File: src/rtl/sseg_scan_driver.sv
// sseg_scan_driver
//   Time-multiplexed hexadecimal driver for N_DIGITS seven-segment digits.
//   A free-running prescaler gives each digit a slot of DIV clocks. The first
//   clock of every slot is a guard cycle with everything dark, which
//   suppresses ghosting while the anode lines switch. New values are captured
//   into a pending register on load and are committed to the display register
//   only at the frame wrap, so a frame never shows a torn value.
//
// Ports
//   clk         system clock
//   rst         asynchronous, active-high reset
//   value       hex nibbles, nibble i = value[4i+3:4i], digit 0 least significant
//   dp_in       decimal point request per digit
//   load        capture value/dp_in into the pending register
//   blank_mask  1 = force digit i blank (live, not latched)
//   lz_en       leading-zero blanking enable (live)
//   seg         segments {g,f,e,d,c,b,a}, registered
//   dp          decimal point, registered
//   an          one-hot digit enable, registered
//   frame_done  one-cycle pulse after every frame commit
module sseg_scan_driver #(
  parameter int N_DIGITS       = 4,
  parameter int DIV            = 50000,
  parameter bit SEG_ACTIVE_LOW = 1'b1,
  parameter bit AN_ACTIVE_LOW  = 1'b1
) (
  input  logic                  clk,
  input  logic                  rst,
  input  logic [4*N_DIGITS-1:0] value,
  input  logic [N_DIGITS-1:0]   dp_in,
  input  logic                  load,
  input  logic [N_DIGITS-1:0]   blank_mask,
  input  logic                  lz_en,
  output logic [6:0]            seg,
  output logic                  dp,
  output logic [N_DIGITS-1:0]   an,
  output logic                  frame_done
);

  localparam int CNT_W = (DIV > 2) ? $clog2(DIV) : 1;
  localparam int IDX_W = (N_DIGITS > 1) ? $clog2(N_DIGITS) : 1;
  localparam logic [CNT_W-1:0] CNT_LAST = CNT_W'(DIV - 1);
  localparam logic [IDX_W-1:0] IDX_LAST = IDX_W'(N_DIGITS - 1);

  // Active-high lit pattern {g,f,e,d,c,b,a} for one hex nibble.
  function automatic logic [6:0] hex7(input logic [3:0] nib);
    logic [6:0] pat;
    case (nib)
      4'h0: pat = 7'h3F;
      4'h1: pat = 7'h06;
      4'h2: pat = 7'h5B;
      4'h3: pat = 7'h4F;
      4'h4: pat = 7'h66;
      4'h5: pat = 7'h6D;
      4'h6: pat = 7'h7D;
      4'h7: pat = 7'h07;
      4'h8: pat = 7'h7F;
      4'h9: pat = 7'h67;
      4'hA: pat = 7'h77;
      4'hB: pat = 7'h7C;
      4'hC: pat = 7'h58;
      4'hD: pat = 7'h5E;
      4'hE: pat = 7'h7B;
      4'hF: pat = 7'h71;
      default: pat = 7'h00;
    endcase
    return pat;
  endfunction

  // The only polarity transform in the block: internal logic is active-high.
  function automatic logic [6:0] seg_pol(input logic [6:0] s);
    return SEG_ACTIVE_LOW ? ~s : s;
  endfunction

  function automatic logic dp_pol(input logic d);
    return SEG_ACTIVE_LOW ? ~d : d;
  endfunction

  function automatic logic [N_DIGITS-1:0] an_pol(input logic [N_DIGITS-1:0] a);
    return AN_ACTIVE_LOW ? ~a : a;
  endfunction

  // Scan and data state.
  logic [CNT_W-1:0]      cnt;
  logic [IDX_W-1:0]      idx;
  logic [4*N_DIGITS-1:0] pending;
  logic [N_DIGITS-1:0]   pending_dp;
  logic [4*N_DIGITS-1:0] display;
  logic [N_DIGITS-1:0]   display_dp;

  logic                  tick;
  logic                  commit;
  logic [CNT_W-1:0]      cnt_nxt;
  logic [IDX_W-1:0]      idx_nxt;
  logic [4*N_DIGITS-1:0] pending_nxt;
  logic [N_DIGITS-1:0]   pending_dp_nxt;
  logic [4*N_DIGITS-1:0] display_nxt;
  logic [N_DIGITS-1:0]   display_dp_nxt;

  always_comb begin
    tick   = (cnt == CNT_LAST);
    commit = tick && (idx == IDX_LAST);

    cnt_nxt = tick ? '0 : cnt + CNT_W'(1);
    idx_nxt = idx;
    if (tick) begin
      idx_nxt = (idx == IDX_LAST) ? '0 : idx + IDX_W'(1);
    end

    pending_nxt    = load ? value : pending;
    pending_dp_nxt = load ? dp_in : pending_dp;

    // On a coincident load the display still takes the old pending; the new
    // data waits for the next frame wrap.
    display_nxt    = commit ? pending    : display;
    display_dp_nxt = commit ? pending_dp : display_dp;
  end

  always_ff @(posedge clk or posedge rst) begin
    if (rst) begin
      cnt        <= '0;
      idx        <= '0;
      pending    <= '0;
      pending_dp <= '0;
      display    <= '0;
      display_dp <= '0;
    end else begin
      cnt        <= cnt_nxt;
      idx        <= idx_nxt;
      pending    <= pending_nxt;
      pending_dp <= pending_dp_nxt;
      display    <= display_nxt;
      display_dp <= display_dp_nxt;
    end
  end

  // Leading-zero blanking: walk from the most significant digit down while
  // the nibbles seen so far are all zero. Digit 0 is never blanked this way.
  logic [N_DIGITS-1:0] lz_blank;
  logic                zero_run;

  always_comb begin
    lz_blank = '0;
    zero_run = 1'b1;
    for (int i = N_DIGITS - 1; i >= 0; i--) begin
      zero_run    = zero_run && (display_nxt[4*i +: 4] == 4'h0);
      lz_blank[i] = lz_en && (i != 0) && zero_run;
    end
  end

  // Output selection is done from the post-edge state so the registered
  // outputs line up with the registered cnt/idx in the same cycle.
  logic [3:0]          sel_nib;
  logic                sel_dp;
  logic                sel_blank;
  logic [N_DIGITS-1:0] an_hot;
  logic                guard;
  logic [6:0]          seg_hi;
  logic                dp_hi;
  logic [N_DIGITS-1:0] an_hi;

  always_comb begin
    sel_nib   = 4'h0;
    sel_dp    = 1'b0;
    sel_blank = 1'b0;
    an_hot    = '0;
    for (int i = 0; i < N_DIGITS; i++) begin
      if (idx_nxt == IDX_W'(i)) begin
        sel_nib   = display_nxt[4*i +: 4];
        sel_dp    = display_dp_nxt[i];
        sel_blank = blank_mask[i] || lz_blank[i];
        an_hot[i] = 1'b1;
      end
    end

    guard = (cnt_nxt == '0);

    // A blank digit keeps its anode slot so every digit has equal duty.
    seg_hi = (guard || sel_blank) ? 7'h00 : hex7(sel_nib);
    dp_hi  = !guard && !sel_blank && sel_dp;
    an_hi  = guard ? '0 : an_hot;
  end

  always_ff @(posedge clk or posedge rst) begin
    if (rst) begin
      seg        <= seg_pol(7'h00);
      dp         <= dp_pol(1'b0);
      an         <= an_pol('0);
      frame_done <= 1'b0;
    end else begin
      seg        <= seg_pol(seg_hi);
      dp         <= dp_pol(dp_hi);
      an         <= an_pol(an_hi);
      frame_done <= commit;
    end
  end

endmodule

File: config.mk
export PLATFORM = sky130hd
export DESIGN_NAME = sseg_scan_driver
export DESIGN_NICKNAME = d
export VERILOG_FILES = /design/src/rtl/sseg_scan_driver.sv
export SDC_FILE = /design/constraint.sdc
export NUM_CORES = 1
export LEC_CHECK = 0
export BUFFER_PORTS_ARGS = -buffer_cell sky130_fd_sc_hd__buf_4
export CORE_MARGIN = 5
export CORE_UTILIZATION = 30
export CTS_BUF_LIST = sky130_fd_sc_hd__clkbuf_2 sky130_fd_sc_hd__clkbuf_4 sky130_fd_sc_hd__clkbuf_8
export CTS_CLUSTER_SIZE = 12
export DETAILED_ROUTE_END_ITERATION = 8
export PLACE_DENSITY_LB_ADDON = 0.25
export SLEW_MARGIN = 0
export SYNTH_ARGS = -nofsm -noshare
export SYNTH_HDL_FRONTEND = slang
export SYNTH_SLANG_ARGS = --single-unit
File: constraint.sdc
create_clock -name clk -period 3.65 [get_ports clk]
set_input_delay 0.365 -clock clk [delete_from_list [all_inputs] [get_ports clk]]
set_output_delay 0.365 -clock clk [all_outputs]
set_load 0.02 [all_outputs]
==> summary.txt, run 1 <==
STA
  – Fin Setup TNS: 0 ns
  – Slew HR: 0.544
  – Setup WS post-layout: 0.368 ns
  – Clock skew: 0.0123 ns
  – Unrepaired setup endpoints after global routing: false
  – Worst slew pin tran: 0.683 ns
  – Final slew viol count: 0
  – Fin Hold WS: 0.117 ns
  – Final Hold Vio Count: 0
  – Setup Viol. Count Final: 0
  – Max Freq: 305 MHz
  – Min Tclk post-route: 3.28 ns
  – Crit share post-route: 0.899

Clock network
  – Root Buffer: clkbuf_8
  – CTS H-tree depth: 3
  – Post-CTS Resized: 0
  – CTS tree: done
  – Clk sinks: 71
  – Clock network latency to the later pin of the worst-skew pair: 0.36 ns
  – TritonCTS Buffers: 9
  – Clock Path Buffers: 2
  – CTS Hold Bufs: 0
  – # Post-CTS Setup Buffers: 0
  – Clk slew on worst S/H paths: 0.07 ns

Worst setup path
  – Arr. time, crit path: 3.56 ns
  – Startpoint Class: register
  – Crit path max fanout: 16
  – Setup Crit Path Kind: register to register
  – CP Capture Type: register
  – Worst EP required: just under 4 ns
  – FF-to-FF setup slack: 0.37 ns
  – R2r startpoint: cnt[4]
  – RR Endpoint: seg[3]
  – Worst r2r path cells: 10

Floorplan
  – Die H: 119 µm
  – Area of the core: 11900 µm²
  – DIE WIDTH: 119 µm
  – Row count: 40
  – Initial Util: 0.302
  – IO Pins: 41
  – Die area: 14200 µm²

Yosys
  – Main synth FF type: dfrtp_1
  – Synth Instances: 297
  – Sequential element share of the synthesized area: 0.500
  – Avg Synthesized Cell Area: 12.1 µm²
  – Synthesis Warnings: 0
  – Synth Register Bits: 71
  – Number of synthesized flops with an enable pin: 0
  – Mapped Area: 3580 µm²
  – Async S/R FF share, synth: 1.00
  – Syn nets: between 300 and 400
  – Distinct cells, synth: 53

Layout
  – Most common cell after layout, fill and taps aside: dfrtp_1
  – Final #Nets: 370
  – Fillers: 1134
  – Util after Layout: 0.354
  – Commonest cells after routing, fill and taps aside: dfrtp_1 (59), buf_4 (44), mux2_2 (40)
  – Ratio of cells with drive above 1 in the final layout: 0.376
  – Area Overhead vs Synth: 17.1%
  – Ant diodes: 0

Placement
  – Dpl ws: 0.396 ns
  – I/O Buffers: 40
  – Routability cong.: 0.824
  – HPWL after DPL: 5.37 mm

Run
  – Max cap viols: 0

Global route
  – Final global-route overflow total: 0
  – Total GRT Usage: 0.113
  – Largest net degree at the start of global routing: 33
  – Antenna violations before repair: 0
  – First-pass GRT wire length: 12.6 mm
  – Vias in the first global route: 2489

Route
  – Routed Antenna Nets: 0
  – Initial DRT Pass Iterations: 4
  – Routed WL: 7.27 mm
  – DRC viols: 0
  – WL/cell: around 15 µm
  – Initial drt markers: 66
  – Via/cell ratio: about 4.8
  – Via count: around 2300

Power
  – VDD IR max: 0.000185 V
  – P_leak: around 1.9 nW
  – PwrDens: 371 nW/µm²
  – Pwr Total: about 0.0016 W

Worst hold path
  – Type of the tightest min-delay check: input pin to asynchronous set/reset pin

Run status
  – Outcome: finished clean
## power breakdown
group,total [W],switching (W),internal (W)
Clock,0.000640,0.000298,0.000342
Sequential,0.000831,0.0000164,0.000815
Combinational,0.0000873,0.0000397,0.0000476
Total,0.00156,0.000354,0.00120
## final cells by class
type                       count  area, µm²  area share
multi-input combinational    199       1640       0.390
inverter                       9       33.8     0.00805
sequential                    71       1790       0.427
clock inverter                 4       55.1      0.0131
clock buffer                  12        146      0.0349
tap                          147        184      0.0438
timing repair buffer          45        350      0.0834
## cells by family after synthesis
logic type	count (synthesis)	synth area share
fa+ha+maj	7	0.0244
mux	60	0.193
buf+inv	27	0.0433
xor+xnor	17	0.0415
simple gates	84	0.133
flops	71	0.500
compound gates	31	0.0649
## critical path, stage by stage (launching register included)
cell and delay, ns:
dfrtp_1 0.45, nor4_2 0.39, and4_4 0.32, mux2i_4 0.58
mux2i_1 0.18, mux2i_1 0.33, inv_1 0.14, ha_1 0.40
nor2b_1 0.07, a32o_1 0.21, o21ai_1 0.14
## routing by layer
metal,track usage,share of wire
met5,0,0
met4,0.0565,0.020
met3,0.0337,0.039
met2,0.181,0.49
met1,0.139,0.46
## Yosys cell counts, types with 4 or more instances
master / instances / area [µm²]
and4_1: 6 / 52.6
dfrtp_1: 59 / 1480
mux2i_1: 12 / 120
nand3_1: 13 / 65.1
buf_2: 7 / 35.0
nor2_1: 16 / 60.1
mux2_4: 5 / 75.1
dfstp_2: 12 / 315
a21oi_1: 5 / 25.0
nor4_1: 6 / 37.5
o221ai_1: 4 / 35.0
inv_1: 8 / 30.0
xor2_1: 6 / 52.6
nand2_1: 19 / 71.3
mux2_2: 40 / 450
xnor2_1: 11 / 96.3
nand4_1: 4 / 25.0
nor2b_1: 4 / 25.0
clkbuf_1: 4 / 15.0
ha_1: 7 / 87.6
## stage by stage
stage                     cell area (µm²)  instances
after floorplan                      3580        297
after global placement               4000        471
after detailed placement             4000        471
after CTS                            4200        487
after global routing                 4200        487
final                                4200        487
## flip-flops by register name (all words and copies together), names as in the netlist
name and count:
cnt 16, display 16, pending 16, seg 7
an 4, display_dp 4, pending_dp 4, idx 2
dp 1, frame_done 1
## worst max-delay path by stage
stage | start | endpoint | depth (start not counted)
2_1_floorplan | cnt[0] | seg[3] | 13
3_3_place_gp | cnt[8] | seg[1] | 8
3_5_place_dp | cnt[4] | seg[3] | 10
4_1_cts | cnt[4] | seg[3] | 10
5_1_grt | cnt[0] | seg[3] | 11
6_report | cnt[4] | seg[3] | 10
Note: power is estimated with default switching activity, not from simulation.
==> run 2, diff against run 1 <==
- BUFFER_PORTS_ARGS: -buffer_cell sky130_fd_sc_hd__buf_4 -> -buffer_cell sky130_fd_sc_hd__buf_2
==> run 2 against run 1 <==
  * First-iteration DRC count rose by 77%
  * Maximum frequency down 0.73%
  * Combinational power is 13% lower
  * Sequential cell count unchanged
  * Sequential share of layout area up 1.0 points
  * Non-clock buffer count is the same
  * Sequential power about the same
  * Die area is the same
  * Total power increased by 1.2%
  * Critical path depth grew 1
  * Largest power group unchanged
  * Highest routed layer unchanged
==> summary.txt, run 2 (synthesis gave the netlist of run 1 again) <==
Clock network
  – Root Buffer: clkbuf_8
  – Clk sinks: 71
  – Clock Path Buffers: 2
  – Clock network latency to the later pin of the worst-skew pair: 0.35 ns
  – # Post-CTS Setup Buffers: 0
  – Clk slew on worst S/H paths: 0.08 ns
  – CTS H-tree depth: 3
  – Post-CTS Resized: 0
  – CTS tree: done
  – CTS Hold Bufs: 0
  – TritonCTS Buffers: 9

Power
  – PwrDens: 385 nW/µm²
  – VDD IR max: about 0.00018 V
  – P_leak: 1.88 nW

STA
  – Crit share post-route: 0.906
  – Final Hold Vio Count: 0
  – Fin Setup TNS: 0 ns
  – Slew HR: 0.545
  – Setup WS post-layout: roughly 0.34 ns
  – Fin Hold WS: 0.0361 ns
  – Final slew viol count: 0
  – Max Freq: 302 MHz
  – Unrepaired setup endpoints after global routing: false
  – Worst slew pin tran: a little under 0.7 ns
  – Setup Viol. Count Final: 0
  – Clock skew: between 0.009 and 0.01 ns
  – Min Tclk post-route: 3.31 ns

Layout
  – Non-Filler Instances: 487
  – Top Registers: cnt x16, display x16, pending x16
  – Area Overhead vs Synth: 14.4%
  – Ant diodes: 0
  – Most common cell after layout, fill and taps aside: dfrtp_1
  – Ratio of cells with drive above 1 in the final layout: 0.376
  – Commonest cells after routing, fill and taps aside: dfrtp_1 (59), mux2_2 (40), buf_2 (40)
  – Final #Nets: 370

Global route
  – First-pass GRT wire length: 12.1 mm
  – Largest net degree at the start of global routing: 50
  – Total GRT Usage: 0.108
  – Final global-route overflow total: 0
  – Vias in the first global route: 2385
  – Antenna violations before repair: 0

Worst setup path
  – Startpoint Class: register
  – Setup crit start: cnt[0]
  – CP bufs+invs: 1
  – Setup Crit Path Kind: register to register
  – Worst r2r path cells: 11
  – Setup crit end: seg[3]
  – Crit path cell chain: ha_1 > and3_4 > and4_4 > mux2i_4 > mux2i_1 > mux2i_1 > inv_1 > ha_1 > nor2b_1 > a32o_1 > o21ai_1
  – Critical Path Max Stage Delay: 0.59 ns
  – CP Capture Type: register
  – FF-to-FF setup slack: 0.34 ns
  – Cell family with most CP delay: multiplexers
  – Slowest cell on crit path: mux2i_4
  – Crit path max fanout: 16
  – Arr. time, crit path: 3.58 ns
  – R2r startpoint: cnt[0]
  – WP depth: 11
  – Worst EP required: 3.92 ns
  – RR Endpoint: seg[3]

Placement
  – Routability cong.: 0.817
  – Dpl ws: 0.361 ns
  – Cells after DPL: 471
  – I/O Buffers: 40
  – HPWL after DPL: 5.30 mm

Floorplan
  – Area of the core: 11900 µm²
  – Initial Util: 0.302
  – Die H: 119 µm
  – Die area: roughly 14000 µm²
  – IO Pins: 41
  – Row count: 40
  – DIE WIDTH: 119 µm

Route
  – Routed Antenna Nets: 0
  – Via count: 2392
  – Routed WL: 7.23 mm
  – DRC viols: 0
  – WL/cell: 14.8 µm
  – Initial DRT Pass Iterations: 4
  – Initial drt markers: between 100 and 150
  – Via/cell ratio: 4.91

Worst hold path
  – Type of the tightest min-delay check: input pin to asynchronous set/reset pin

Run
  – Max cap viols: 0

Run status
  – Outcome: finished clean
-- run 2: cell types whose count changed in the layout (fill, tap and decap cells not counted) --
| cell | delta |
|---|---|
| clkbuf_4 | -3 |
| inv_6 | +1 |
| buf_12 | -1 |
| clkbuf_8 | +2 |
| buf_4 | -39 |
| buf_2 | +40 |
-- run 2: worst min path at each step --
| stage | from | endpoint | slack (ns) | cells past startpoint |
|---|---|---|---|---|
| final | rst | display_dp[2] | 0.04 | 2 |
| after CTS | rst | display_dp[2] | 0.04 | 2 |
| after detailed placement | rst | cnt[11] | 0.44 | 2 |
| after global routing | rst | display_dp[2] | 0.07 | 2 |
| after global placement | rst | frame_done | 0.43 | 2 |
| after floorplan | display[5] | display[5] | 0.47 | 2 |
-- run 2: final cells by class --
| class | count | area (µm²) |
|---|---|---|
| clock buffer | 11 | 151 |
| tap | 147 | 184 |
| multi-input combinational | 199 | 1640 |
| fill | 1155 | 7760 |
| clock inverter | 5 | 63.8 |
| inverter | 9 | 33.8 |
| timing repair buffer | 45 | 238 |
| sequential | 71 | 1790 |
-- run 2: metrics by stage --
step	cell area, µm²	total power [W]	utilization
3_5_place_dp	3880	0.000926	0.328
4_1_cts	4100	0.00162	0.346
5_1_grt	4100	0.00166	0.346
6_report	4100	0.00158	0.346
3_3_place_gp	3880	0.000924	0.328
2_1_floorplan	3580	0.000890	-
-- run 2: layer usage --
layer	vias to the layer above	global-route usage	wire, µm
met5	-	0	0
met1	1189	0.135	3310
met2	48	0.173	3540
met4	0	0.0351	85
li1	1147	-	-
met3	8	0.0385	292
-- run 2: report_power, final --
| part | leakage (nW) | internal [W] | switching (W) | total [W] |
|---|---|---|---|---|
| clock | 0.107 | 0.000359 | 0.000311 | 0.000670 |
| combinational | 0.882 | 0.0000370 | 0.0000390 | 0.0000760 |
| sequential | 0.891 | 0.000815 | 0.0000167 | 0.000831 |
| total | 1.88 | 0.00121 | 0.000367 | 0.00158 |
==> run 3, diff against run 2 <==
- CELL_PAD_IN_SITES_DETAIL_PLACEMENT: default -> 1
- CELL_PAD_IN_SITES_GLOBAL_PLACEMENT: default -> 1
==> run 3 against run 2 <==
  * Cell count is 0.21% higher
  * Register-to-register slack barely moved
  * Die area unchanged
  * Worst hold slack gained 0.19 ns
  * Global-route usage is 1.3 points higher
  * Setup slack gained 0.00071 ns
  * Design area grew 0.89%
  * Count of clock-buffer cells in the layout fell by 1
  * Sequential power about the same
  * Critical path depth fell by 3
  * Via count shrank 0.33%
  * Critical path type unchanged
  * Critical endpoint is now seg[1]
==> summary.txt, run 3 (synthesis gave the netlist of run 1 again) <==
Run status
  – Outcome: finished clean

Floorplan
  – Row count: 40
  – Initial Util: 0.302
  – DIE WIDTH: 119 µm
  – IO Pins: roughly 40
  – Die area: about 14000 µm²
  – Die H: 119 µm
  – Area of the core: approximately 12000 µm²

Global route
  – Met3 global-route usage: 0.0323
  – GR peak layer: met2
  – Met1 Resource Use GR: 0.153
  – Largest net degree at the start of global routing: 31
  – First-pass GRT wire length: between 10 and 15 mm
  – Met2 usage: 0.190
  – Final global-route overflow total: 0
  – Total GRT Usage: 0.121
  – Vias in the first global route: 2492
  – Antenna violations before repair: 0

Worst hold path
  – WHS Endpoint: pending[13]
  – Type of the tightest min-delay check: input pin to register
  – Min-Delay Path Depth: 2
  – HP Start: value[13]

STA
  – Fin Hold WS: 0.224 ns
  – Min Tclk post-route: between 3 and 4 ns
  – Setup Viol. Count Final: 0
  – Max Freq: 303 MHz
  – Fin Setup TNS: 0 ns
  – Slew HR: 0.537
  – Final slew viol count: 0
  – Clock skew: 0.00618 ns
  – Worst slew pin tran: 0.687 ns
  – Unrepaired setup endpoints after global routing: false
  – Crit share post-route: 0.906
  – Final Hold Vio Count: 0

Layout
  – Ratio of cells with drive above 1 in the final layout: 0.375
  – Ant diodes: 0
  – Fillers: 1289
  – Commonest cells after routing, fill and taps aside: dfrtp_1 (59), mux2_2 (40), buf_2 (40)
  – Top Registers: cnt x16, display x16, pending x16
  – Multi-input logic area: ~1600 µm²
  – Most common cell after layout, fill and taps aside: dfrtp_1
  – Final #Nets: 371
  – Register Area: 1790 µm²
  – Area Overhead vs Synth: 15.4%
  – Final Cell Area: ~4100 µm²

Route
  – Via/cell ratio: slightly below 5
  – Routed Antenna Nets: 0
  – Routed WL: 7.95 mm
  – Initial drt markers: 72
  – WL/cell: 16.3 µm
  – DRC viols: 0
  – Initial DRT Pass Iterations: 4
  – Via count: between 2000 and 2500

Worst setup path
  – Slowest cell on crit path: mux2i_4
  – RR Endpoint: seg[1]
  – Worst EP required: about 4 ns
  – Startpoint Class: register
  – R2r startpoint: cnt[4]
  – Crit path max fanout: 16
  – CP Capture Type: register
  – Arr. time, crit path: ~3.6 ns
  – Crit path cell chain: nor4_2 > and4_4 > mux2i_4 > mux2_2 > mux2i_2 > ha_1 > xor2_1 > o221ai_1
  – Worst r2r path cells: 8
  – FF-to-FF setup slack: 0.34 ns
  – Critical Path Max Stage Delay: 0.59 ns
  – Setup Crit Path Kind: register to register

Clock network
  – Root Buffer: clkbuf_8
  – CTS H-tree depth: 3
  – Clock Path Buffers: 2
  – # Post-CTS Setup Buffers: 0
  – CTS Hold Bufs: 1
  – Post-CTS Resized: 0
  – TritonCTS Buffers: 9
  – Clk sinks: about 70
  – Clock network latency to the later pin of the worst-skew pair: 0.37 ns
  – CTS tree: done
  – Clk slew on worst S/H paths: 0.08 ns

Placement
  – HPWL after DPL: between 5 and 6 mm
  – Routability cong.: approximately 0.8
  – Dpl cell area: between 3000 and 4000 µm²
  – I/O Buffers: 40

Power
  – P_leak: 1.90 nW
  – Pwr Total: 0.00165 W
  – PwrDens: 398 nW/µm²
  – VDD IR max: 0.000200 V

Run
  – Max cap viols: 0
run 3: cell count changes in the layout (fill, tap and decap cells not counted):
cell           delta
buf_12            +1
buf_4             -1
bufinv_16         +1
clkbuf_8          -1
clkinv_2          +1
clkinvlp_4        -1
dlygate4sd3_1     +1
run 3: layout make-up:
class	instances	share of cell area
Sequential cell	71	0.433
Clock inverter	6	0.0221
Multi-Input combinational cell	199	0.396
Inverter	9	0.00817
Clock buffer	10	0.0333
Tap cell	147	0.0445
Timing Repair Buffer	46	0.0629
run 3: metal layers:
metal | wire length [µm] | part of all wire
met5 | 0 | 0
met4 | 142 | 0.018
met3 | 269 | 0.034
met2 | 3870 | 0.49
met1 | 3670 | 0.46
run 3: critical path, delay by kind of cell (launching register included):
| family | cells | cell delay (ns) |
|---|---|---|
| muxes | 3 | 1.26 |
| and+or+nand+nor | 2 | 0.75 |
| DFF | 1 | 0.46 |
| adders and majority gates | 1 | 0.35 |
| AOI/OAI and AO/OA | 1 | 0.20 |
| xor gates and xnor gates | 1 | 0.18 |
run 3: power breakdown:
part           leakage (nW)  internal, W   total, W  switching (W)
Combinational         0.888    0.0000384  0.0000784      0.0000400
Sequential            0.891     0.000815   0.000832      0.0000175
Clock                 0.117     0.000408   0.000736       0.000328
Total                  1.90      0.00126    0.00165       0.000385
run 3: through the flow:
stage | instances | setup slack (ns) | util
after floorplan | 297 | 0.699 | -
after global placement | 471 | 0.465 | 0.329
after detailed placement | 471 | 0.396 | 0.329
after CTS | 488 | 0.361 | 0.349
after global routing | 488 | 0.0597 | 0.349
final | 488 | 0.345 | 0.349
run 3: worst max path at each step:
stage / from / to / slack (ns) / cells after the start
after floorplan: cnt[0] / seg[3] / 0.70 / 13
after global placement: cnt[4] / seg[3] / 0.47 / 10
after CTS: cnt[4] / seg[3] / 0.36 / 10
final: cnt[4] / seg[1] / 0.34 / 8
after detailed placement: cnt[4] / seg[3] / 0.40 / 10
after global routing: cnt[4] / seg[3] / 0.06 / 10
